File: src/rtl/wb_iic_reg_slave.sv
// -----------------------------------------------------------------------------
// wb_iic_reg_slave
//
// Wishbone register front-end of the I2C bus controller. Decodes four byte
// registers, queues byte commands in a small FIFO and hands them one at a time
// to the downstream byte engine over a valid/ready channel. Engine responses
// are folded into sticky status bits that drive a level interrupt.
//
// Register map (adr_i[1:0]):
//   0 CSR  [7] E (rw), [6] IE (rw), [5] BUSY (ro), [4:0] read 0
//   1 DPR  write: staged data byte; read: byte of the last DONE response
//   2 CMDR write: push {dat_i[2:0], DPR}, clear status
//          read : [7] DON [6] NAK [5] AL [4] ERR [3] FULL [2:0] last code;
//                 a read also clears DON/NAK/AL/ERR
//   3 FSR  [3:0] FIFO entry count
//
// Ports:
//   clk_i, rst_i              clock, asynchronous active-low reset
//   cyc_i, stb_i, we_i        Wishbone cycle / strobe / write enable
//   adr_i, dat_i, dat_o       Wishbone address, write data, read data
//   ack_o                     single-cycle acknowledge (one per access)
//   irq_o                     level interrupt, IE & any status bit
//   cmd_valid_o, cmd_ready_i  command handshake to the byte engine
//   cmd_code_o, cmd_data_o    command code and data byte (head of FIFO)
//   rsp_valid_i               one-cycle response pulse from the engine
//   rsp_status_i, rsp_data_i  0=DONE 1=NAK 2=ARB_LOST 3=ERR, received byte
//
// Optional feature: define WB_IIC_CMD_TIMEOUT_EN to add a watchdog that
// aborts a command stuck in ISSUE or WAIT_RSP for TIMEOUT_CYCLES cycles
// (sets ERR, flushes the FIFO, returns to IDLE).
// -----------------------------------------------------------------------------
module wb_iic_reg_slave #(
    parameter int ADDR_WIDTH     = 2,
    parameter int DATA_WIDTH     = 8,
    parameter int FIFO_DEPTH     = 4,
    parameter int TIMEOUT_CYCLES = 1024
) (
    input  logic                  clk_i,
    input  logic                  rst_i,
    input  logic                  cyc_i,
    input  logic                  stb_i,
    input  logic                  we_i,
    input  logic [ADDR_WIDTH-1:0] adr_i,
    input  logic [DATA_WIDTH-1:0] dat_i,
    output logic [DATA_WIDTH-1:0] dat_o,
    output logic                  ack_o,
    output logic                  irq_o,
    output logic                  cmd_valid_o,
    input  logic                  cmd_ready_i,
    output logic [2:0]            cmd_code_o,
    output logic [7:0]            cmd_data_o,
    input  logic                  rsp_valid_i,
    input  logic [1:0]            rsp_status_i,
    input  logic [7:0]            rsp_data_i
);

    localparam int PW = $clog2(FIFO_DEPTH);
    localparam int CW = PW + 1;

    localparam logic [1:0] ST_IDLE     = 2'd0;
    localparam logic [1:0] ST_ISSUE    = 2'd1;
    localparam logic [1:0] ST_WAIT_RSP = 2'd2;

    if (DATA_WIDTH != 8 || FIFO_DEPTH < 2 || (FIFO_DEPTH & (FIFO_DEPTH - 1)) != 0
        || TIMEOUT_CYCLES < 1 || ADDR_WIDTH < 2) begin : g_bad_params
        $error("wb_iic_reg_slave: unsupported parameter combination");
    end

    // ------------------------------------------------------------------
    // State
    // ------------------------------------------------------------------
    logic            ack_q, ack_d;
    logic            e_q, e_d;
    logic            ie_q, ie_d;
    logic [7:0]      dpr_q, dpr_d;
    logic [7:0]      rdata_q, rdata_d;
    logic [2:0]      last_code_q, last_code_d;
    logic            don_q, don_d;
    logic            nak_q, nak_d;
    logic            al_q, al_d;
    logic            err_q, err_d;
    logic            irq_q, irq_d;
    logic [1:0]      state_q, state_d;
    logic [PW-1:0]   wr_ptr_q, wr_ptr_d;
    logic [PW-1:0]   rd_ptr_q, rd_ptr_d;
    logic [CW-1:0]   count_q, count_d;
    logic [10:0]     fifo_mem [FIFO_DEPTH];

    // ------------------------------------------------------------------
    // Bus decode: side effects only in the cycle ack_o is high
    // ------------------------------------------------------------------
    logic       access, bus_wr, bus_rd;
    logic [1:0] reg_sel;
    logic       csr_wr, dpr_wr, cmdr_wr, cmdr_rd;

    assign access  = ack_q & cyc_i & stb_i;
    assign bus_wr  = access & we_i;
    assign bus_rd  = access & ~we_i;
    assign reg_sel = adr_i[1:0];
    assign csr_wr  = bus_wr & (reg_sel == 2'd0);
    assign dpr_wr  = bus_wr & (reg_sel == 2'd1);
    assign cmdr_wr = bus_wr & (reg_sel == 2'd2);
    assign cmdr_rd = bus_rd & (reg_sel == 2'd2);

    logic fifo_full, push, push_drop, e_fall, handshake, rsp_take;
    logic timeout_hit, flush, busy;

    // Full is judged on the registered count, before any same-cycle pop.
    assign fifo_full = (count_q == CW'(FIFO_DEPTH));
    assign push      = cmdr_wr & e_q & ~fifo_full;
    assign push_drop = cmdr_wr & ~push;
    assign e_fall    = csr_wr & e_q & ~dat_i[7];
    assign handshake = (state_q == ST_ISSUE) & cmd_ready_i;
    assign rsp_take  = (state_q == ST_WAIT_RSP) & rsp_valid_i;
    assign flush     = e_fall | timeout_hit;
    assign busy      = (state_q != ST_IDLE) | (count_q != '0);

    // ------------------------------------------------------------------
    // Command FSM
    // ------------------------------------------------------------------
    always_comb begin
        state_d = state_q;
        case (state_q)
            ST_IDLE:     if (e_q && count_q != '0) state_d = ST_ISSUE;
            ST_ISSUE:    if (cmd_ready_i)          state_d = ST_WAIT_RSP;
            ST_WAIT_RSP: if (rsp_valid_i)          state_d = ST_IDLE;
            default:                               state_d = ST_IDLE;
        endcase
        if (flush) state_d = ST_IDLE;
    end

`ifdef WB_IIC_CMD_TIMEOUT_EN
    localparam int TW = $clog2(TIMEOUT_CYCLES + 1);
    logic [TW-1:0] timer_q, timer_d;

    // A handshake or response on the last allowed cycle still counts as progress.
    assign timeout_hit = (state_q != ST_IDLE) && (timer_q == TW'(TIMEOUT_CYCLES - 1))
                         && !handshake && !rsp_take;

    always_comb begin
        timer_d = timer_q + TW'(1);
        if (state_q == ST_IDLE || state_d != state_q) timer_d = '0;
    end

    always_ff @(posedge clk_i or negedge rst_i) begin
        if (!rst_i) timer_q <= '0;
        else        timer_q <= timer_d;
    end
`else
    assign timeout_hit = 1'b0;
`endif

    // ------------------------------------------------------------------
    // FIFO pointers and count
    // ------------------------------------------------------------------
    always_comb begin
        wr_ptr_d = wr_ptr_q + PW'(push);
        rd_ptr_d = rd_ptr_q + PW'(handshake);
        count_d  = count_q + CW'(push) - CW'(handshake);
        if (flush) begin
            wr_ptr_d = '0;
            rd_ptr_d = '0;
            count_d  = '0;
        end
    end

    // Storage is not reset; the outputs are gated by cmd_valid_o.
    always_ff @(posedge clk_i) begin
        if (push) fifo_mem[wr_ptr_q] <= {dat_i[2:0], dpr_q};
    end

    // ------------------------------------------------------------------
    // Registers and status
    // ------------------------------------------------------------------
    always_comb begin
        ack_d       = cyc_i & stb_i & ~ack_q;
        e_d         = csr_wr ? dat_i[7] : e_q;
        ie_d        = csr_wr ? dat_i[6] : ie_q;
        dpr_d       = dpr_wr ? dat_i[7:0] : dpr_q;
        last_code_d = push ? dat_i[2:0] : last_code_q;
        rdata_d     = rdata_q;
        don_d       = don_q;
        nak_d       = nak_q;
        al_d        = al_q;
        err_d       = err_q;

        if (cmdr_wr || cmdr_rd) begin
            don_d = 1'b0;
            nak_d = 1'b0;
            al_d  = 1'b0;
            err_d = 1'b0;
        end
        if (push_drop || timeout_hit) err_d = 1'b1;

        // Response is applied last so it overrides a same-cycle clear.
        if (rsp_take) begin
            case (rsp_status_i)
                2'd0: begin
                    don_d   = 1'b1;
                    rdata_d = rsp_data_i;
                end
                2'd1:    nak_d = 1'b1;
                2'd2:    al_d  = 1'b1;
                default: err_d = 1'b1;
            endcase
        end

        irq_d = ie_d & (don_d | nak_d | al_d | err_d);
    end

    always_ff @(posedge clk_i or negedge rst_i) begin
        if (!rst_i) begin
            ack_q       <= 1'b0;
            e_q         <= 1'b0;
            ie_q        <= 1'b0;
            dpr_q       <= '0;
            rdata_q     <= '0;
            last_code_q <= '0;
            don_q       <= 1'b0;
            nak_q       <= 1'b0;
            al_q        <= 1'b0;
            err_q       <= 1'b0;
            irq_q       <= 1'b0;
            state_q     <= ST_IDLE;
            wr_ptr_q    <= '0;
            rd_ptr_q    <= '0;
            count_q     <= '0;
        end else begin
            ack_q       <= ack_d;
            e_q         <= e_d;
            ie_q        <= ie_d;
            dpr_q       <= dpr_d;
            rdata_q     <= rdata_d;
            last_code_q <= last_code_d;
            don_q       <= don_d;
            nak_q       <= nak_d;
            al_q        <= al_d;
            err_q       <= err_d;
            irq_q       <= irq_d;
            state_q     <= state_d;
            wr_ptr_q    <= wr_ptr_d;
            rd_ptr_q    <= rd_ptr_d;
            count_q     <= count_d;
        end
    end

    // ------------------------------------------------------------------
    // Outputs
    // ------------------------------------------------------------------
    logic [7:0]  rd_mux;
    logic [10:0] head;

    always_comb begin
        rd_mux = 8'h00;
        case (reg_sel)
            2'd0: rd_mux = {e_q, ie_q, busy, 5'b0};
            2'd1: rd_mux = rdata_q;
            2'd2: rd_mux = {don_q, nak_q, al_q, err_q, fifo_full, last_code_q};
            2'd3: rd_mux = {4'b0, 4'(count_q)};
            default: rd_mux = 8'h00;
        endcase
    end

    assign head        = fifo_mem[rd_ptr_q];
    assign ack_o       = ack_q;
    assign dat_o       = ack_q ? rd_mux : '0;
    assign irq_o       = irq_q;
    assign cmd_valid_o = (state_q == ST_ISSUE);
    assign cmd_code_o  = cmd_valid_o ? head[10:8] : 3'd0;
    assign cmd_data_o  = cmd_valid_o ? head[7:0]  : 8'd0;

endmodule
File: config.mk
export PLATFORM = sky130hd
export DESIGN_NAME = wb_iic_reg_slave
export DESIGN_NICKNAME = d
export VERILOG_FILES = /design/src/rtl/wb_iic_reg_slave.sv
export SDC_FILE = /design/constraint.sdc
export NUM_CORES = 1
export LEC_CHECK = 0
export BUFFER_PORTS_ARGS = -buffer_cell sky130_fd_sc_hd__clkbuf_2
export CORE_MARGIN = 1.5
export CORE_UTILIZATION = 55
export DETAILED_ROUTE_END_ITERATION = 10
export PLACE_DENSITY_LB_ADDON = 0.08
export SYNTH_ARGS = -nofsm -noshare
export SYNTH_HDL_FRONTEND = slang
export SYNTH_SLANG_ARGS = --single-unit
File: constraint.sdc
create_clock -name clk_i -period 3 [get_ports clk_i]
set_input_delay 0.3 -clock clk_i [delete_from_list [all_inputs] [get_ports clk_i]]
set_output_delay 0.3 -clock clk_i [all_outputs]
set_load 0.02 [all_outputs]
After elaboration in Yosys (flattened, before gate mapping)
Memory sizes are Yosys's and may differ from the RTL's.
Index checks and enable logic that the tools add are counted.
- add/sub/neg operators: 4
- equal/unequal tests: 11
- multiplexer cells: 28
- bitwise gates (word level): 27
- reductions and logical operators: 10
- operators by type and width (cell ; number):
    case mux 8 bit (4 select lines) ; 1
    AND 1 bit ; 18
    two-way mux 1 bit ; 16
    two-way mux 8 bit ; 2
    two-way mux 2 bit ; 6
    equality test 2 bit (second input constant) ; 4
    equality test 2 x 1 -> 1 bit (second input constant) ; 3
    logical NOT 2 bit ; 3
    two-way mux 3 bit ; 2
    inequality test 3 bit (second input constant) ; 2
    case mux 2 bit (3 select lines) ; 1
    NOT 1 bit ; 5
    adder 2 x 1 -> 2 bit ; 2
    bitwise OR 1 bit ; 4
    adder 3 x 1 -> 3 bit ; 1
    equality test 3 bit (second input constant) ; 1
    inequality test 3 x 1 -> 1 bit (second input constant) ; 1
    AND reduction 3 bit ; 1
    nonzero test 3 bit ; 1
    OR reduction 3 bit ; 1
    subtractor 3 x 1 -> 3 bit ; 1
    AND reduction 2 bit ; 1
    nonzero test 2 bit ; 1
    logical AND 1 bit ; 1
    logical OR 1 bit ; 1
- register bits: 36
- memory bits (writable): 44
- input bits: 27
- word-level logic and storage cells: 96
- memories: 1
- memory list (memory ; depth ; bits a word ; read ports ; clocked after Yosys merged registers in ; write ports ; line ; text):
    fifo_mem ; 4 ; 11 ; 1 ; 0 ; 1 ; 87 ; logic [10:0] fifo_mem [FIFO_DEPTH];

Depth between registers and ports, before layout
Gate-level depths: netlist of run 1.
- depth in word-level cells: 13
- mapped depth: 11
- gate-level depth less buffers: 10

Least setup slack after synthesis of run 1
OpenSTA, ideal clock, no wires.
- path kind: reg2reg
- start: register ack_q (netlist: ack_o)
- end: memory fifo_mem[3][0], enable pin
- setup time: 0.393 ns
- arrival time: 1.938 ns
- required time: 2.607 ns
- setup slack: 0.669 ns
- cell stages (with the launch flop): 5
- buffers on the path: 0
- clock period less this slack: 2.331 ns
- cell sequence: dfrtp_1 > nand3_2 > nor4_4 > nand2_1 > nor3_1
- cells in the longest elaborated chain, start to end: 8
- ends and longest elaborated chain (element ; line ; text):
    from (decl) ; 72 ; logic ack_q, ack_d;
    from (signal assigned) ; 229 ; ack_q <= ack_d;
    AND 1 bit (2 in series) ; 96 ; assign access = ack_q & cyc_i & stb_i;
    AND 1 bit ; 97 ; assign bus_wr = access & we_i;
    AND 1 bit ; 102 ; assign cmdr_wr = bus_wr & (reg_sel == 2'd2);
    AND 1 bit (2 in series) ; 110 ; assign push = cmdr_wr & e_q & ~fifo_full;
    two-way mux 1 bit ; 169 ; if (push) fifo_mem[wr_ptr_q] <= {dat_i[2:0], dpr_q};
    two-way mux 1 bit (implied by the code) ; 169 ;
    to (decl) ; 87 ;
Every way passes these cells.

Final worst setup path of run 1
- start: register rd_ptr_q[0]
- end: output port cmd_code_o[1]
- cells in the longest elaborated chain, start to end: 2
- ends and longest elaborated chain (element ; line ; text):
    from (decl) ; 85 ; logic [PW-1:0] rd_ptr_q, rd_ptr_d;
    from (signal assigned) ; 242 ; rd_ptr_q <= rd_ptr_d;
    memory read (4 x 11 bit) ; -- ;
    two-way mux 3 bit ; 269 ; assign cmd_code_o = cmd_valid_o ? head[10:8] : 3'd0;
    to (decl) ; 50 ; output logic [2:0] cmd_code_o,
Every way passes these cells.

==> impl_table.tex, run 1 <==
\begin{tabular}{lr}
\hline
Metric & Value \\
\hline
\multicolumn{2}{l}{\textbf{Timing}} \\
Achievable frequency & between 400 and 500 MHz \\
Ratio of final minimum period to clock period & 0.796 \\
Setup\_tns & 0 ps \\
Shortest clock period the worst path allows after layout & 2390 ps \\
Total of endpoints with negative setup slack in the final report & 0 \\
RSZ-0062 raised after global routing & no \\
Rel. slew slack & 0.354 \\
Slew of the pin with the lowest slew margin & 970 ps \\
Pins over their slew limit & 0 \\
Hold Vio Cnt, Final & 0 \\
Worst clock skew & between 10 and 15 ps \\
Final critical-path setup slack & 612 ps \\
\multicolumn{2}{l}{\textbf{Detailed routing}} \\
Detailed-route DRC error count & 0 \\
Detailed-router iteration count before antenna repair & 4 \\
Routed wire length per instance & around 18 microns \\
Number of routed nets with antenna violations & 0 \\
Vias per cell & 5.61 \\
1st-iter DRT viols & 135 \\
Total Wirelength & 6380 microns \\
Detailed-route via count & 2041 \\
\multicolumn{2}{l}{\textbf{Clocking}} \\
Count of hold buffers inserted by post-cts repair & 0 \\
Number of buffers inserted to repair setup after CTS & 0 \\
TritonCTS clock tree & built \\
Root buffer selected by CTS & sky130\_fd\_sc\_hd\_\_clkbuf\_8 \\
Sink Count & 80 \\
Post-cts gate resize count & 0 \\
Clock buffers created by TritonCTS & 9 \\
\# H-tree levels & 3 \\
Clock Path Buffers & 2 \\
Clock latency on the worst-skew pair & around 340 ps \\
Register clock-pin slew on the reported worst setup and hold paths & 90 ps \\
\multicolumn{2}{l}{\textbf{Synthesis}} \\
Number of distinct standard cells referenced by the synthesized netlist & 47 \\
Share of synthesized flip-flops with an asynchronous set or reset & 0.450 \\
Net count after synthesis & 256 \\
Number of synthesized register bits & 80 \\
Prevailing post-synth register cell & sky130\_fd\_sc\_hd\_\_edfxtp\_1 \\
Post-synthesis sequential area ratio & 0.638 \\
Mapped Avg Cell Area & roughly 15 sq um \\
Synthesis warning total & 0 \\
Cells after synthesis & 226 \\
Number of flops mapped to enable cells by yosys & 44 \\
Syn Std Cell Area & 0.00348 sq mm \\
\multicolumn{2}{l}{\textbf{Critical path}} \\
Cell-by-cell listing of the critical path & mux4\_2 > and2\_1 > clkbuf\_2 \\
Crit path required time & 2700 ps \\
Kind of cell adding the most delay to the critical path & flip-flops \\
Worst Path Class, Setup & reg2out \\
Biggest cell delay along the critical path & 840 ps \\
Buf+Inv Stages, Crit Path & 1 \\
Arr. time, crit path & 2090 ps \\
Critical path launch point type & flip-flop \\
CP max FO & 12 \\
Crit. End Element & output port \\
Slowest cell on the critical path & sky130\_fd\_sc\_hd\_\_dfrtp\_1 \\
\multicolumn{2}{l}{\textbf{Die}} \\
Area of the die & 0.00682 sq mm \\
Initial Utilization & 0.578 \\
Placeable Area & around 0.0060 sq mm \\
Chip Width & 82.6 microns \\
Boundary pin count & 49 \\
Core Rows & 28 \\
Die height & 82.6 microns \\
\multicolumn{2}{l}{\textbf{Global route}} \\
Grt ovf & 0 \\
Largest net degree at the start of global routing & 37 \\
Vias in the first global route & 1928 \\
Global-route wire length before repair & 9780 microns \\
Total global routing track utilization & 0.207 \\
Number of antenna violations at the first check in global routing & 0 \\
\multicolumn{2}{l}{\textbf{Pwr}} \\
Cell internal pwr & 2.00 mW \\
Power density cells & between 700 and 800 mW/mm\^{}2 \\
Switch share & 0.301 \\
Sw power & 862 uW \\
Maximum resistive drop on vdd & 370 uV \\
Tot Pwr & 2.86 mW \\
Static power due to leakage & roughly 1.7 nW \\
Power share of the clock group & 0.253 \\
Comb power frac & 0.223 \\
Sequential share of power & 0.524 \\
\multicolumn{2}{l}{\textbf{Placed design}} \\
I/O Buffers & 48 \\
Pre-CTS setup slack & 480 ps \\
DPL Wire Length & between 4000 and 5000 microns \\
Weighted congestion at the end of routability-driven global placement & 0.789 \\
Placement-stage cell area & 0.00382 sq mm \\
\multicolumn{2}{l}{\textbf{Finish}} \\
Filler Cells Inserted & 446 \\
Signed area change from the synthesized netlist to the final layout & 15.0\% \\
Final-stage net count & 314 \\
Commonest non-fill, non-tap cells in the layout & 48 x sky130\_fd\_sc\_hd\_\_clkbuf\_2, 44 x sky130\_fd\_sc\_hd\_\_edfxtp\_1, 36 x sky130\_fd\_sc\_hd\_\_dfrtp\_1, 23 x sky130\_fd\_sc\_hd\_\_mux2\_2, 13 x sky130\_fd\_sc\_hd\_\_and2\_1 \\
Fraction of layout cells with a size suffix above 1 & 0.394 \\
Area of all placed cells without fillers & 0.00400 sq mm \\
Commonest non-fill, non-tap cell in the layout & sky130\_fd\_sc\_hd\_\_clkbuf\_2 \\
Post-layout util & 0.664 \\
Antenna Diode Count & 0 \\
\multicolumn{2}{l}{\textbf{Status}} \\
Status & completed \\
\multicolumn{2}{l}{\textbf{Job}} \\
Number of max-capacitance violations reported & 0 \\
\multicolumn{2}{l}{\textbf{Hold path}} \\
Worst hold-check path type & in2async \\
\hline
\end{tabular}
synth_stat cells, types with 2 or more instances:
library cell / number / area, sq um
sky130_fd_sc_hd__a21oi_1: 5 / 25.0
sky130_fd_sc_hd__a22oi_1: 5 / 37.5
sky130_fd_sc_hd__and2_1: 13 / 81.3
sky130_fd_sc_hd__buf_2: 3 / 15.0
sky130_fd_sc_hd__buf_4: 2 / 15.0
sky130_fd_sc_hd__dfrtp_1: 36 / 901
sky130_fd_sc_hd__edfxtp_1: 44 / 1320
sky130_fd_sc_hd__ha_1: 2 / 25.0
sky130_fd_sc_hd__inv_1: 9 / 33.8
sky130_fd_sc_hd__mux2_2: 23 / 259
sky130_fd_sc_hd__mux2i_1: 2 / 20.0
sky130_fd_sc_hd__mux4_2: 11 / 248
sky130_fd_sc_hd__nand2_1: 7 / 26.3
sky130_fd_sc_hd__nand2b_1: 2 / 12.5
sky130_fd_sc_hd__nand4_1: 2 / 12.5
sky130_fd_sc_hd__nor2_1: 11 / 41.3
sky130_fd_sc_hd__nor2b_1: 10 / 62.6
sky130_fd_sc_hd__nor3_1: 3 / 15.0
sky130_fd_sc_hd__o21ai_0: 3 / 15.0
sky130_fd_sc_hd__o22ai_1: 3 / 18.8
sky130_fd_sc_hd__o31ai_1: 2 / 15.0
sky130_fd_sc_hd__xnor2_1: 3 / 26.3
worst reg2reg max path, stage by stage (launching register included):
cell and delay [ps]:
sky130_fd_sc_hd__dfrtp_1 460, sky130_fd_sc_hd__nor3b_2 400, sky130_fd_sc_hd__nor4_4 80, sky130_fd_sc_hd__nand2_1 190, sky130_fd_sc_hd__xnor2_1 150, sky130_fd_sc_hd__ha_1 160
sky130_fd_sc_hd__inv_1 50, sky130_fd_sc_hd__fa_1 370, sky130_fd_sc_hd__xor2_1 170, sky130_fd_sc_hd__xnor2_1 140, sky130_fd_sc_hd__nor2_1 50
cell type report:
class	instances	area [sq um]	area share
Tap cell	75	93.8	0.0235
Clock buffer	10	138	0.0344
Clock inverter	6	41.3	0.0103
Inverter	9	33.8	0.00844
Timing Repair Buffer	54	285	0.0713
Sequential cell	80	2220	0.555
Multi-Input combinational cell	130	1190	0.297
logic make-up (layout without fill, tap and decap cells):
logic type | count (synthesis) | count (layout) | share of synthesized area
buffers and inverters | 16 | 79 | 0.0205
adder cells (fa/ha/maj) | 3 | 3 | 0.0129
XOR/XNOR | 4 | 4 | 0.0101
AND/OR/NAND/NOR | 63 | 63 | 0.117
AO/OA/AOI/OAI | 23 | 23 | 0.0456
multiplexers | 37 | 37 | 0.156
flip-flops | 80 | 80 | 0.638
layer usage:
metal | global-route usage | vias up | share of wire
met5 | 0 | - | 0
met2 | 0.324 | 38 | 0.48
met4 | 0.0750 | 0 | 0.011
met1 | 0.288 | 1034 | 0.47
met3 | 0.0407 | 7 | 0.032
li1 | - | 962 | -
worst paths after layout:
check,endpoint,depth (start not counted),from,slack (ps)
max,cmd_code_o[1],3,rd_ptr_q[0],610
min reg2reg,fifo_mem[1][1],0,dpr_q[1],520
min,rdata_q[6],1,rst_i,90
max reg2reg,count_q[2],10,count_q[1],670
max in group asynchronous,ack_o,1,rst_i,2300
min in group clk_i,rdata_q[6],2,rsp_data_i[6],180
power by group through the flow:
stage | logic, mW | registers (mW) | clock network [mW]
after global routing | 0.712 | 1.53 | 0.775
final | 0.639 | 1.50 | 0.722
after global placement | 0.630 | 1.52 | 0
after CTS | 0.646 | 1.50 | 0.738
after detailed placement | 0.642 | 1.53 | 0
after floorplan | 0.553 | 1.42 | 0
registers in the layout (all words and copies together) (netlist names), 2 cells and up:
signal       flops
dpr_q            8
rdata_q          8
count_q          3
state_q          2
rd_ptr_q         2
last_code_q      3
wr_ptr_q         2
fifo_mem        44
through the flow:
step	hold slack (ps)	cells
6_report	92.9	364
5_1_grt	176	364
4_1_cts	118	364
3_5_place_dp	496	348
3_3_place_gp	495	348
2_1_floorplan	4.41	226
(Power assumes the default switching activity.)
==> inputs of run 2 (changes only) <==
==> constraint.sdc (replaced) <==
create_clock -name clk_i -period 2.4 [get_ports clk_i]
set_input_delay 0.24 -clock clk_i [delete_from_list [all_inputs] [get_ports clk_i]]
set_output_delay 0.24 -clock clk_i [all_outputs]
set_load 0.02 [all_outputs]
==> impl_table.tex, run 2 (synthesis results as in run 1) <==
\begin{tabular}{lr}
\hline
Metric & Value \\
\hline
\multicolumn{2}{l}{\textbf{Clocking}} \\
Clock Path Buffers & 2 (unchanged) \\
Clock buffers created by TritonCTS & 9 (unchanged) \\
Clock latency on the worst-skew pair & 350 ps (was 340 ps) \\
Root buffer selected by CTS & sky130\_fd\_sc\_hd\_\_clkbuf\_8 (unchanged) \\
Register clock-pin slew on the reported worst setup and hold paths & 80 ps (was 90 ps) \\
Sink Count & 80 (unchanged) \\
\# H-tree levels & 3 (unchanged) \\
Count of hold buffers inserted by post-cts repair & 0 (unchanged) \\
TritonCTS clock tree & built (unchanged) \\
\multicolumn{2}{l}{\textbf{Timing}} \\
Ratio of final minimum period to clock period & 0.928 \\
Slew of the pin with the lowest slew margin & 990 ps (was 970 ps) \\
Rel. slew slack & 0.340 (was 0.354) \\
Total of endpoints with negative setup slack in the final report & 0 (unchanged) \\
RSZ-0062 raised after global routing & no (unchanged) \\
Hold Vio Cnt, Final & 0 (unchanged) \\
Worst clock skew & 8.40 ps (was 11.5 ps) \\
Setup\_tns & 0 ps (unchanged) \\
Achievable frequency & 449 MHz \\
Pins over their slew limit & 0 (unchanged) \\
Shortest clock period the worst path allows after layout & about 2200 ps \\
\multicolumn{2}{l}{\textbf{Finish}} \\
Largest registers & fifo\_mem: 44 flops, dpr\_q: 8 flops, rdata\_q: 8 flops (unchanged) \\
Commonest non-fill, non-tap cell in the layout & sky130\_fd\_sc\_hd\_\_clkbuf\_2 (unchanged) \\
Count of non-filler cells in the finished layout & 370 (was 364) \\
Fraction of layout cells with a size suffix above 1 & 0.403 (was 0.394) \\
Post-layout util & 0.678 (was 0.664) \\
Largest reg by FF count & fifo\_mem (unchanged) \\
Antenna Diode Count & 0 (unchanged) \\
Commonest non-fill, non-tap cells in the layout & 48 x sky130\_fd\_sc\_hd\_\_clkbuf\_2, 44 x sky130\_fd\_sc\_hd\_\_edfxtp\_1, 36 x sky130\_fd\_sc\_hd\_\_dfrtp\_1, 23 x sky130\_fd\_sc\_hd\_\_mux2\_2, 13 x sky130\_fd\_sc\_hd\_\_and2\_1 (unchanged) \\
Signed area change from the synthesized netlist to the final layout & 17.4\% (was 15.0\%) \\
Largest register FFs & 44 (unchanged) \\
Final-stage net count & 320 (was 314) \\
\multicolumn{2}{l}{\textbf{Pwr}} \\
Static power due to leakage & 1.73 nW (was 1.68 nW) \\
Maximum resistive drop on vdd & 563 uV (was 370 uV) \\
Power density cells & 919 mW/mm\^{}2 (was 714 mW/mm\^{}2) \\
\multicolumn{2}{l}{\textbf{Critical path}} \\
Crit. End Element & flip-flop (was output port) \\
Buf+Inv Stages, Crit Path & 1 (unchanged) \\
Critical path launch point type & flip-flop (unchanged) \\
Worst Path Class, Setup & reg2reg (was reg2out) \\
Slowest cell on the critical path & sky130\_fd\_sc\_hd\_\_dfrtp\_1 (unchanged) \\
CP dominant cell by count & sky130\_fd\_sc\_hd\_\_xnor2\_1 \\
Kind of cell adding the most delay to the critical path & simple AND/OR/NAND/NOR gates (was flip-flops) \\
Crit path required time & 2630 ps (was 2700 ps) \\
CP max FO & 5 (was 12) \\
Biggest cell delay along the critical path & 460 ps (was 840 ps) \\
Cell-by-cell listing of the critical path & nor3b\_2 > nor4\_4 > nand2\_1 > xnor2\_1 > ha\_1 > inv\_1 > fa\_1 > xor2\_1 > xnor2\_1 > nor2\_1 (was mux4\_2 > and2\_1 > clkbuf\_2) \\
Arr. time, crit path & 2460 ps (was 2090 ps) \\
\multicolumn{2}{l}{\textbf{Detailed routing}} \\
Total Wirelength & 6480 microns (was 6380 microns) \\
Length of routed met3 wiring & 310 microns (was 203 microns) \\
Number of routed nets with antenna violations & 0 (unchanged) \\
Amount of wire on met2 after detailed routing & 3110 microns (was 3080 microns) \\
Routed wire length per instance & 17.5 microns (about the same) \\
Vias per cell & 5.61 (about the same) \\
Metal1 wirelength & 3020 microns (about the same) \\
Highest signal layer in the routed design & met4 (unchanged) \\
Detailed-route DRC error count & 0 (unchanged) \\
Detailed-router iteration count before antenna repair & 4 (unchanged) \\
1st-iter DRT viols & 78 (was 135) \\
Detailed-route via count & 2074 (was 2041) \\
\multicolumn{2}{l}{\textbf{Die}} \\
Chip Width & 82.6 microns (unchanged) \\
Die height & 82.6 microns (unchanged) \\
Initial Utilization & 0.578 (unchanged) \\
Core Rows & 28 (unchanged) \\
Placeable Area & 0.00603 sq mm (unchanged) \\
Boundary pin count & 49 (unchanged) \\
Area of the die & 0.00682 sq mm (unchanged) \\
\multicolumn{2}{l}{\textbf{Global route}} \\
Vias in the first global route & 1992 (was 1928) \\
Number of antenna violations at the first check in global routing & 0 (unchanged) \\
Grt ovf & 0 (unchanged) \\
Global-route wire length before repair & 10200 microns (was 9780 microns) \\
Total global routing track utilization & 0.216 (was 0.207) \\
Largest net degree at the start of global routing & 37 (unchanged) \\
\multicolumn{2}{l}{\textbf{Placed design}} \\
I/O Buffers & 48 (unchanged) \\
DPL Wire Length & 4380 microns (was 4290 microns) \\
Weighted congestion at the end of routability-driven global placement & 0.813 (was 0.789) \\
Inst Count DP & 353 (was 348) \\
\multicolumn{2}{l}{\textbf{Hold path}} \\
Worst hold-check path type & in2async (unchanged) \\
\multicolumn{2}{l}{\textbf{Status}} \\
Status & completed (unchanged) \\
\multicolumn{2}{l}{\textbf{Job}} \\
Number of max-capacitance violations reported & 0 (unchanged) \\
\hline
\end{tabular}
[run 2: cell count changes in the layout (fill, tap and decap cells not counted), sizes merged]
cell,before,now
inv,11,10
buf,6,12
clkbuf,58,57
bufinv,0,2
[run 2: power breakdown]
part           switching (mW)  total, mW  internal [mW]
sequential              0.186       1.82           1.63
clock                   0.475       1.06          0.587
combinational           0.402      0.874          0.471
total                    1.06       3.76           2.69
[run 2: layout make-up]
| cell class | instances | area, sq um |
|---|---|---|
| sequential | 80 | 2220 |
| multi-input combinational | 130 | 1190 |
| timing repair buffer | 60 | 330 |
| clock buffer | 9 | 124 |
| fill | 433 | 1940 |
| clock inverter | 7 | 95.1 |
| tap | 75 | 93.8 |
| inverter | 9 | 33.8 |
[run 2: final timing paths]
check	startpoint	end	slack, ps	depth (start not counted)
hold / removal	rst_i	rdata_q[6]	50	1
max in group asynchronous	rst_i	dpr_q[0]	1740	1
min in group clk_i	rsp_data_i[0]	rdata_q[0]	120	2
hold reg to reg	don_q	don_q	510	1
setup / recovery	count_q[1]	count_q[2]	170	10
setup reg to reg	count_q[1]	count_q[2]	170	10
[run 2: timing repair]
action	CTS	global route
endpoints found under the setup margin	0	1
buffers inserted	0	1
resized for setup	0	0
[run 2: metrics by stage]
stage	hold WS (ps)	power (mW)	cell area (sq um)	worst slack (ps)
after global routing	99.6	3.96	4090	12.1
after global placement	455	2.71	3860	228
after detailed placement	441	2.73	3860	160
after floorplan	-55.6	2.46	3480	68.6
final	46.2	3.76	4090	173
after CTS	48.7	3.80	4080	142
[run 2: per-layer routing]
| metal | global-route usage | vias to the layer above |
|---|---|---|
| li1 | - | 974 |
| met2 | 0.326 | 48 |
| met3 | 0.0725 | 6 |
| met5 | 0 | - |
| met4 | 0.0500 | 0 |
| met1 | 0.305 | 1046 |
[run 2: worst register-to-register path, delay by kind of cell (launching register included)]
family / cells / cell delay, ps
AND/OR/NAND/NOR: 4 / 620
buffers and inverters: 1 / 40
XOR/XNOR: 3 / 450
adder cells (fa/ha/maj): 2 / 530
flip-flops: 1 / 460
